File: src/rtl/rx_mac_interface_pkg.sv
`default_nettype none
// ============================================================================
//  Module      : rx_mac_interface_pkg
//  Description : Shared definitions for the RX MAC interface: FSM state
//                encodings, frame header field positions, default geometry.
//  Revision    : 1.0 - initial release
// ============================================================================
package rx_mac_interface_pkg;

    // Receive FSM states
    typedef enum logic [1:0] {
        S_IDLE = 2'd0,
        S_DATA = 2'd1,
        S_DROP = 2'd2
    } rx_state_t;

    // Header qword layout: byte count in the upper half, lower half zero
    localparam int HDR_BYTES_MSB  = 63;
    localparam int HDR_BYTES_LSB  = 32;

    // Default buffer address width (512 qwords)
    localparam int DEFAULT_ADDR_W = 9;

endpackage
`default_nettype wire

File: src/rtl/byte_mask_popcount.sv
`default_nettype none
// ============================================================================
//  Module      : byte_mask_popcount
//  Description : Converts an 8-bit contiguous byte-valid mask into the number
//                of valid bytes (0..8). Shared with the TX valid-mask decode.
//  Revision    : 1.0 - initial release
// ============================================================================
module byte_mask_popcount (
    input  logic [7:0] i_mask,
    output logic [3:0] o_count
);

    // Sum of set mask bits
    always_comb begin
        o_count = 4'd0;
        for (int i = 0; i < 8; i++) begin
            o_count = o_count + {3'b000, i_mask[i]};
        end
    end

endmodule
`default_nettype wire

File: src/rtl/rx_mac_interface.sv
`default_nettype none
// ============================================================================
//  Module      : rx_mac_interface
//  Description : Writes frames from the 10G MAC receive client into the frame
//                buffer as {header, payload...}. A frame becomes visible to
//                the reader only after good status; bad or overflowing frames
//                are rolled back. Optional statistics counters are enabled by
//                defining RX_MAC_INSTRUMENTATION_EN.
//  Revision    : 1.0 - initial release
// ============================================================================
module rx_mac_interface
    import rx_mac_interface_pkg::*;
#(
    parameter int ADDR_W = DEFAULT_ADDR_W
) (
    input  logic              clk,
    input  logic              reset,
    input  logic [63:0]       rx_data,
    input  logic [7:0]        rx_data_valid,
    input  logic              rx_good_frame,
    input  logic              rx_bad_frame,
    output logic [ADDR_W-1:0] wr_addr,
    output logic [63:0]       wr_data,
    output logic              wr_en,
    output logic [ADDR_W:0]   commited_wr_addr,
    input  logic [ADDR_W:0]   commited_rd_addr,
    output logic              rx_overflow
`ifdef RX_MAC_INSTRUMENTATION_EN
    ,
    output logic [31:0]       frames_received,
    output logic [31:0]       frames_dropped
`endif
);

    localparam logic [ADDR_W:0] c_PTR_ONE  = (ADDR_W+1)'(1);
    localparam logic [ADDR_W:0] c_PTR_TWO  = (ADDR_W+1)'(2);
    localparam logic [ADDR_W:0] c_DEPTH    = {1'b1, {ADDR_W{1'b0}}};
    localparam logic [ADDR_W:0] c_DEPTH_M1 = {1'b0, {ADDR_W{1'b1}}};

    rx_state_t         r_state, w_state_nxt;
    logic [ADDR_W:0]   r_wr_ptr, w_wr_ptr_nxt;
    logic [ADDR_W:0]   r_sof_ptr, w_sof_ptr_nxt;
    logic [ADDR_W:0]   r_commit_ptr, w_commit_ptr_nxt;
    logic              r_commit_pend, w_commit_pend_nxt;
    logic [31:0]       r_byte_cnt, w_byte_cnt_nxt;
    logic [ADDR_W-1:0] w_wr_addr_nxt;
    logic [63:0]       w_wr_data_nxt;
    logic              w_wr_en_nxt;
    logic              w_overflow_nxt;

    logic [ADDR_W:0]   w_used;
    logic [ADDR_W:0]   w_first_ptr;
    logic [3:0]        w_pop;
    logic              w_beat;
    logic              w_status;
    logic              w_good_commit;

    byte_mask_popcount u_popcount (
        .i_mask  (rx_data_valid),
        .o_count (w_pop)
    );

    // Occupancy includes the uncommitted frame in flight (header slot too)
    assign w_used        = r_wr_ptr - commited_rd_addr;
    assign w_first_ptr   = r_wr_ptr + c_PTR_ONE;
    assign w_beat        = |rx_data_valid;
    assign w_status      = rx_good_frame | rx_bad_frame;
    // Good only when unambiguous: no bad strobe and no data in the same beat
    assign w_good_commit = rx_good_frame & ~rx_bad_frame & ~w_beat;

    // Next-state and buffer-write decode
    always_comb begin
        w_state_nxt       = r_state;
        w_wr_ptr_nxt      = r_wr_ptr;
        w_sof_ptr_nxt     = r_sof_ptr;
        w_byte_cnt_nxt    = r_byte_cnt;
        w_commit_ptr_nxt  = r_commit_ptr;
        w_commit_pend_nxt = 1'b0;
        w_wr_en_nxt       = 1'b0;
        w_wr_addr_nxt     = wr_addr;
        w_wr_data_nxt     = wr_data;
        w_overflow_nxt    = 1'b0;
        case (r_state)
            S_IDLE: begin
                // A beat carrying status is a malformed one-beat frame: dropped
                if (w_beat && !w_status) begin
                    if (w_used >= c_DEPTH_M1) begin
                        w_overflow_nxt = 1'b1;
                        w_state_nxt    = S_DROP;
                    end else begin
                        // Leave the slot at wr_ptr free for the header
                        w_sof_ptr_nxt  = r_wr_ptr;
                        w_wr_addr_nxt  = w_first_ptr[ADDR_W-1:0];
                        w_wr_data_nxt  = rx_data;
                        w_wr_en_nxt    = 1'b1;
                        w_wr_ptr_nxt   = r_wr_ptr + c_PTR_TWO;
                        w_byte_cnt_nxt = {28'd0, w_pop};
                        w_state_nxt    = S_DATA;
                    end
                end
            end
            S_DATA: begin
                if (w_status) begin
                    if (w_good_commit) begin
                        w_wr_addr_nxt = r_sof_ptr[ADDR_W-1:0];
                        w_wr_data_nxt = 64'd0;
                        w_wr_data_nxt[HDR_BYTES_MSB:HDR_BYTES_LSB] = r_byte_cnt;
                        w_wr_en_nxt       = 1'b1;
                        // Publish one cycle after the header lands
                        w_commit_ptr_nxt  = r_wr_ptr;
                        w_commit_pend_nxt = 1'b1;
                    end else begin
                        w_wr_ptr_nxt = r_sof_ptr;
                    end
                    w_state_nxt = S_IDLE;
                end else if (w_beat) begin
                    if (w_used == c_DEPTH) begin
                        w_wr_ptr_nxt   = r_sof_ptr;
                        w_overflow_nxt = 1'b1;
                        w_state_nxt    = S_DROP;
                    end else begin
                        w_wr_addr_nxt  = r_wr_ptr[ADDR_W-1:0];
                        w_wr_data_nxt  = rx_data;
                        w_wr_en_nxt    = 1'b1;
                        w_wr_ptr_nxt   = w_first_ptr;
                        w_byte_cnt_nxt = r_byte_cnt + {28'd0, w_pop};
                    end
                end
            end
            S_DROP: begin
                if (w_status) begin
                    w_state_nxt = S_IDLE;
                end
            end
            default: begin
                w_state_nxt = S_IDLE;
            end
        endcase
    end

    // FSM state register
    always_ff @(posedge clk or posedge reset) begin
        if (reset) begin
            r_state <= S_IDLE;
        end else begin
            r_state <= w_state_nxt;
        end
    end

    // Pointers, byte count and registered buffer/commit outputs
    always_ff @(posedge clk or posedge reset) begin
        if (reset) begin
            r_wr_ptr         <= '0;
            r_sof_ptr        <= '0;
            r_commit_ptr     <= '0;
            r_commit_pend    <= 1'b0;
            r_byte_cnt       <= 32'd0;
            wr_addr          <= '0;
            wr_data          <= 64'd0;
            wr_en            <= 1'b0;
            commited_wr_addr <= '0;
            rx_overflow      <= 1'b0;
        end else begin
            r_wr_ptr      <= w_wr_ptr_nxt;
            r_sof_ptr     <= w_sof_ptr_nxt;
            r_commit_ptr  <= w_commit_ptr_nxt;
            r_commit_pend <= w_commit_pend_nxt;
            r_byte_cnt    <= w_byte_cnt_nxt;
            wr_addr       <= w_wr_addr_nxt;
            wr_data       <= w_wr_data_nxt;
            wr_en         <= w_wr_en_nxt;
            rx_overflow   <= w_overflow_nxt;
            if (r_commit_pend) begin
                commited_wr_addr <= r_commit_ptr;
            end
        end
    end

`ifdef RX_MAC_INSTRUMENTATION_EN
    logic w_drop_evt;
    assign w_drop_evt = w_overflow_nxt |
                        ((r_state == S_DATA) & w_status & ~w_good_commit);

    // Statistics: frames published and frames discarded
    always_ff @(posedge clk or posedge reset) begin
        if (reset) begin
            frames_received <= 32'd0;
            frames_dropped  <= 32'd0;
        end else begin
            if (r_commit_pend) begin
                frames_received <= frames_received + 32'd1;
            end
            if (w_drop_evt) begin
                frames_dropped <= frames_dropped + 32'd1;
            end
        end
    end
`endif

endmodule
`default_nettype wire
File: config.mk
export PLATFORM = sky130hd
export DESIGN_NAME = rx_mac_interface
export DESIGN_NICKNAME = d
export VERILOG_FILES = /design/src/rtl/rx_mac_interface_pkg.sv /design/src/rtl/byte_mask_popcount.sv /design/src/rtl/rx_mac_interface.sv
export SDC_FILE = /design/constraint.sdc
export NUM_CORES = 1
export LEC_CHECK = 0
export CAP_MARGIN = 5
export CORE_UTILIZATION = 46
export CTS_CLUSTER_SIZE = 24
export DETAILED_ROUTE_END_ITERATION = 10
export MAX_ROUTING_LAYER = met4
export PLACE_DENSITY = 0.73
export SYNTH_ARGS = -nofsm -noshare
export SYNTH_HDL_FRONTEND = slang
export SYNTH_SLANG_ARGS = --single-unit
File: constraint.sdc
create_clock -name clk -period 7.8 [get_ports clk]
set_clock_uncertainty 0.15 [all_clocks]
set_input_delay 0.78 -clock clk [delete_from_list [all_inputs] [get_ports clk]]
set_output_delay 0.78 -clock clk [all_outputs]
set_load 0.05 [all_outputs]
==> impl_metrics.yaml <==
floorplan:
  start_util: 0.474
  row_count: 47
  die_x_um: 133
  die_area_um2: 17700
  core-area_um2: 16700
  io_pins: 171
  die_y_um: 133
sta:
  post-route-min-period_ps: 5480
  finalCritPeriodShare: 0.702
  slew_headroom: 0.217
  holdWs_ps: 326
  rsz0062_at_grt: "false"
  worst_pin_slew_ps: 1170
  final.setup.tns_ps: 0
  final_hold_viol_count: 0
  timing.fmax_mhz: 183
  setup_viol: 0
  slew_viol_final: 0
yosys:
  synth-seq-area-share: 0.474
  synth_edf_count: 0
  ys.flop_type: "dfrtp_1"
  async_flop_share: 1.00
  ys_types: 71
  synth.most_common_cell: "dfrtp_1"
  synth_area_um2: 7920
  synth_top_area_cell: "dfrtp_1"
  yosysWarnings: 0
  synthTopCellsByArea: "dfrtp_1, nand2_1, o21ai_0"
  synth_fp_nets: 925
  synth_area_per_cell_um2: 9.73
  netlist_instances: 814
  ys_ff_latch: 150
  netlist_top_cells_count: "dfrtp_1, nand2_1, o21ai_0"
  synth_top_area_share: 0.474
outcome:
  outcome: "finished, final reports clean"
critical_path:
  start_kind: "input port"
  crit_path_end: "r_byte_cnt[8]"
  endpoint_kind: "flop"
  crit_required_ps: 7990
  cp.arrival_ps: 5660
  rrSetupSlack_ps: 3290
  crit_start: "rx_data_valid[0]"
  critPathKind: "input port to flop"
  rr_worst_depth: 12
  timing.rr.end: "wr_data[48]"
  crit_fanout: 12
  regToRegStartpoint: "r_wr_ptr[0]"
layout:
  nNetsFinal: 1071
  drive_gt1_frac: 0.0740
  post-route-util: 0.622
  synthToLayoutAreaGrowth_pct: 31.2
  fill_cells: 1407
  antenna_cells: 0
drt:
  wl_mm: 20.2
  vias_per_cell: 5.62
  wl_per_cell_um: 16.9
  vias: 6703
  drcViolationCount: 0
  drtIter0Drc: 441
  first_pass_iters: 5
  ant_nets: 0
power_and_ir_drop:
  p_leak_nw: 4.44
  powerDensity_nw_per_um2: 387
  irDropWorstVdd_v: 0.000224
grt:
  grt_util_all_layers: 0.245
  grt_pass1_vias: 6536
  antenna_found_initial: 0
  grt_max_degree: 84
  grt-ovfl-total: 0
  grt_pass1_wl_mm: 33.4
min_path:
  hp-class: "flop to flop"
  min_from: "wr_data[63]"
cts:
  clock_tree.buffer_depth: 2
  cts_buffers: 17
  postCtsSetupBuffers: 0
  root_buffer: "clkbuf_16"
  ctsResizeCount: 0
  cts.sinks: 150
  insertion_delay_ps: 420
  htree_num_levels: 4
  path_clk_slew_ps: 60
  cts_tree: "built"
  hold_buffers: 0
placed_design:
  io_buffers: 170
  globalplace.congestion: 0.860
  dp_hpwl_mm: 14.1
job:
  cap_violations: 0
-- how the worst min path moves through the flow --
stage | to | slack (ps) | depth (start not counted)
2_1_floorplan | r_commit_ptr[8] | 290 | 2
3_3_place_gp | r_sof_ptr[9] | 310 | 2
3_5_place_dp | r_sof_ptr[9] | 320 | 2
4_1_cts | r_sof_ptr[9] | 330 | 2
5_1_grt | wr_data[54] | 350 | 2
6_report | wr_data[63] | 330 | 2
-- metrics by stage --
step	worst slack, ps	instance area, um^2	cells	total power, W
finish	2320	10400	1193	0.00402
global route	2060	10400	1193	0.00423
CTS	2320	10400	1193	0.00405
detailed placement	1910	9770	1161	0.00317
global placement	2130	9770	1161	0.00314
floorplan	2830	7920	814	0.00254
-- logic make-up (layout without fill, tap and decap cells) --
group	count (synthesis)	in the layout	share of synthesized area
XOR/XNOR	10	10	0.0111
buffers and inverters	89	248	0.0442
flip-flops	150	150	0.474
adder cells (fa/ha/maj)	25	25	0.0452
AO/OA/AOI/OAI	231	231	0.200
multiplexers	53	53	0.0700
AND/OR/NAND/NOR	256	256	0.156
-- critical path, cell delays in order --
cell             delay [ps]
clkdlybuf4s50_1         480
inv_1                    50
ha_1                    270
inv_1                    40
fa_1                    500
fa_1                    440
fa_1                    420
fa_1                    500
fa_1                    420
nor2b_1                 170
o21ai_0                 100
nand2b_1                320
o2111ai_1               510
or3_1                   510
a21oi_1                 180
-- registers in the layout (all words and copies together) (netlist names), 2 cells and up --
| register | count |
|---|---|
| r_commit_ptr | 10 |
| r_wr_ptr | 10 |
| r_sof_ptr | 10 |
| r_state | 2 |
| r_byte_cnt | 32 |
| wr_data | 64 |
| wr_addr | 9 |
| commited_wr_addr | 10 |
-- final cells by class --
cell class / count / area (um^2) / share of cell area
sequential: 150 / 3750 / 0.361
timing repair buffer: 177 / 1750 / 0.169
clock buffer: 20 / 447 / 0.0430
multi-input combinational: 575 / 3830 / 0.369
inverter: 39 / 151 / 0.0146
clock inverter: 12 / 178 / 0.0171
tap: 220 / 275 / 0.0265
-- cell usage in the layout (no fill, tap or decap), drive strengths merged, types with 5 or more instances in the layout --
master,Yosys,layout
xor2,5,5
nand3,24,24
clkdlybuf4s50,0,170
nor2,38,38
mux2,19,19
nand2,114,114
o21a,7,7
a21oi,46,46
nand4,8,8
buf,14,7
xnor2,5,5
nor2b,7,7
a22o,32,32
nor3,9,9
o211ai,9,9
clkbuf,36,20
o21ai,80,80
fa,6,6
ha,19,19
or4,10,10
mux2i,34,34
or3,19,19
a31oi,7,7
o31ai,8,8
and3,5,5
inv,39,39
o22ai,5,5
dfrtp,150,150
-- power breakdown --
group | total, W | internal, W | switching, W | leakage (nW)
clock | 0.000866 | 0.000543 | 0.000323 | 0.292
sequential | 0.00121 | 0.00101 | 0.000196 | 1.95
combinational | 0.00195 | 0.000695 | 0.00126 | 2.20
total | 0.00402 | 0.00225 | 0.00177 | 4.44
-- routing by layer --
| layer | vias up | routed length [um] | part of all wire | track usage |
|---|---|---|---|---|
| li1 | 3218 | - | - | - |
| met1 | 3244 | 9170 | 0.45 | 0.322 |
| met2 | 217 | 9690 | 0.48 | 0.389 |
| met3 | 24 | 1020 | 0.050 | 0.0518 |
| met4 | 0 | 312 | 0.015 | 0.0593 |
| met5 | - | 0 | 0 | - |
Note: power is estimated with default switching activity, not from simulation.
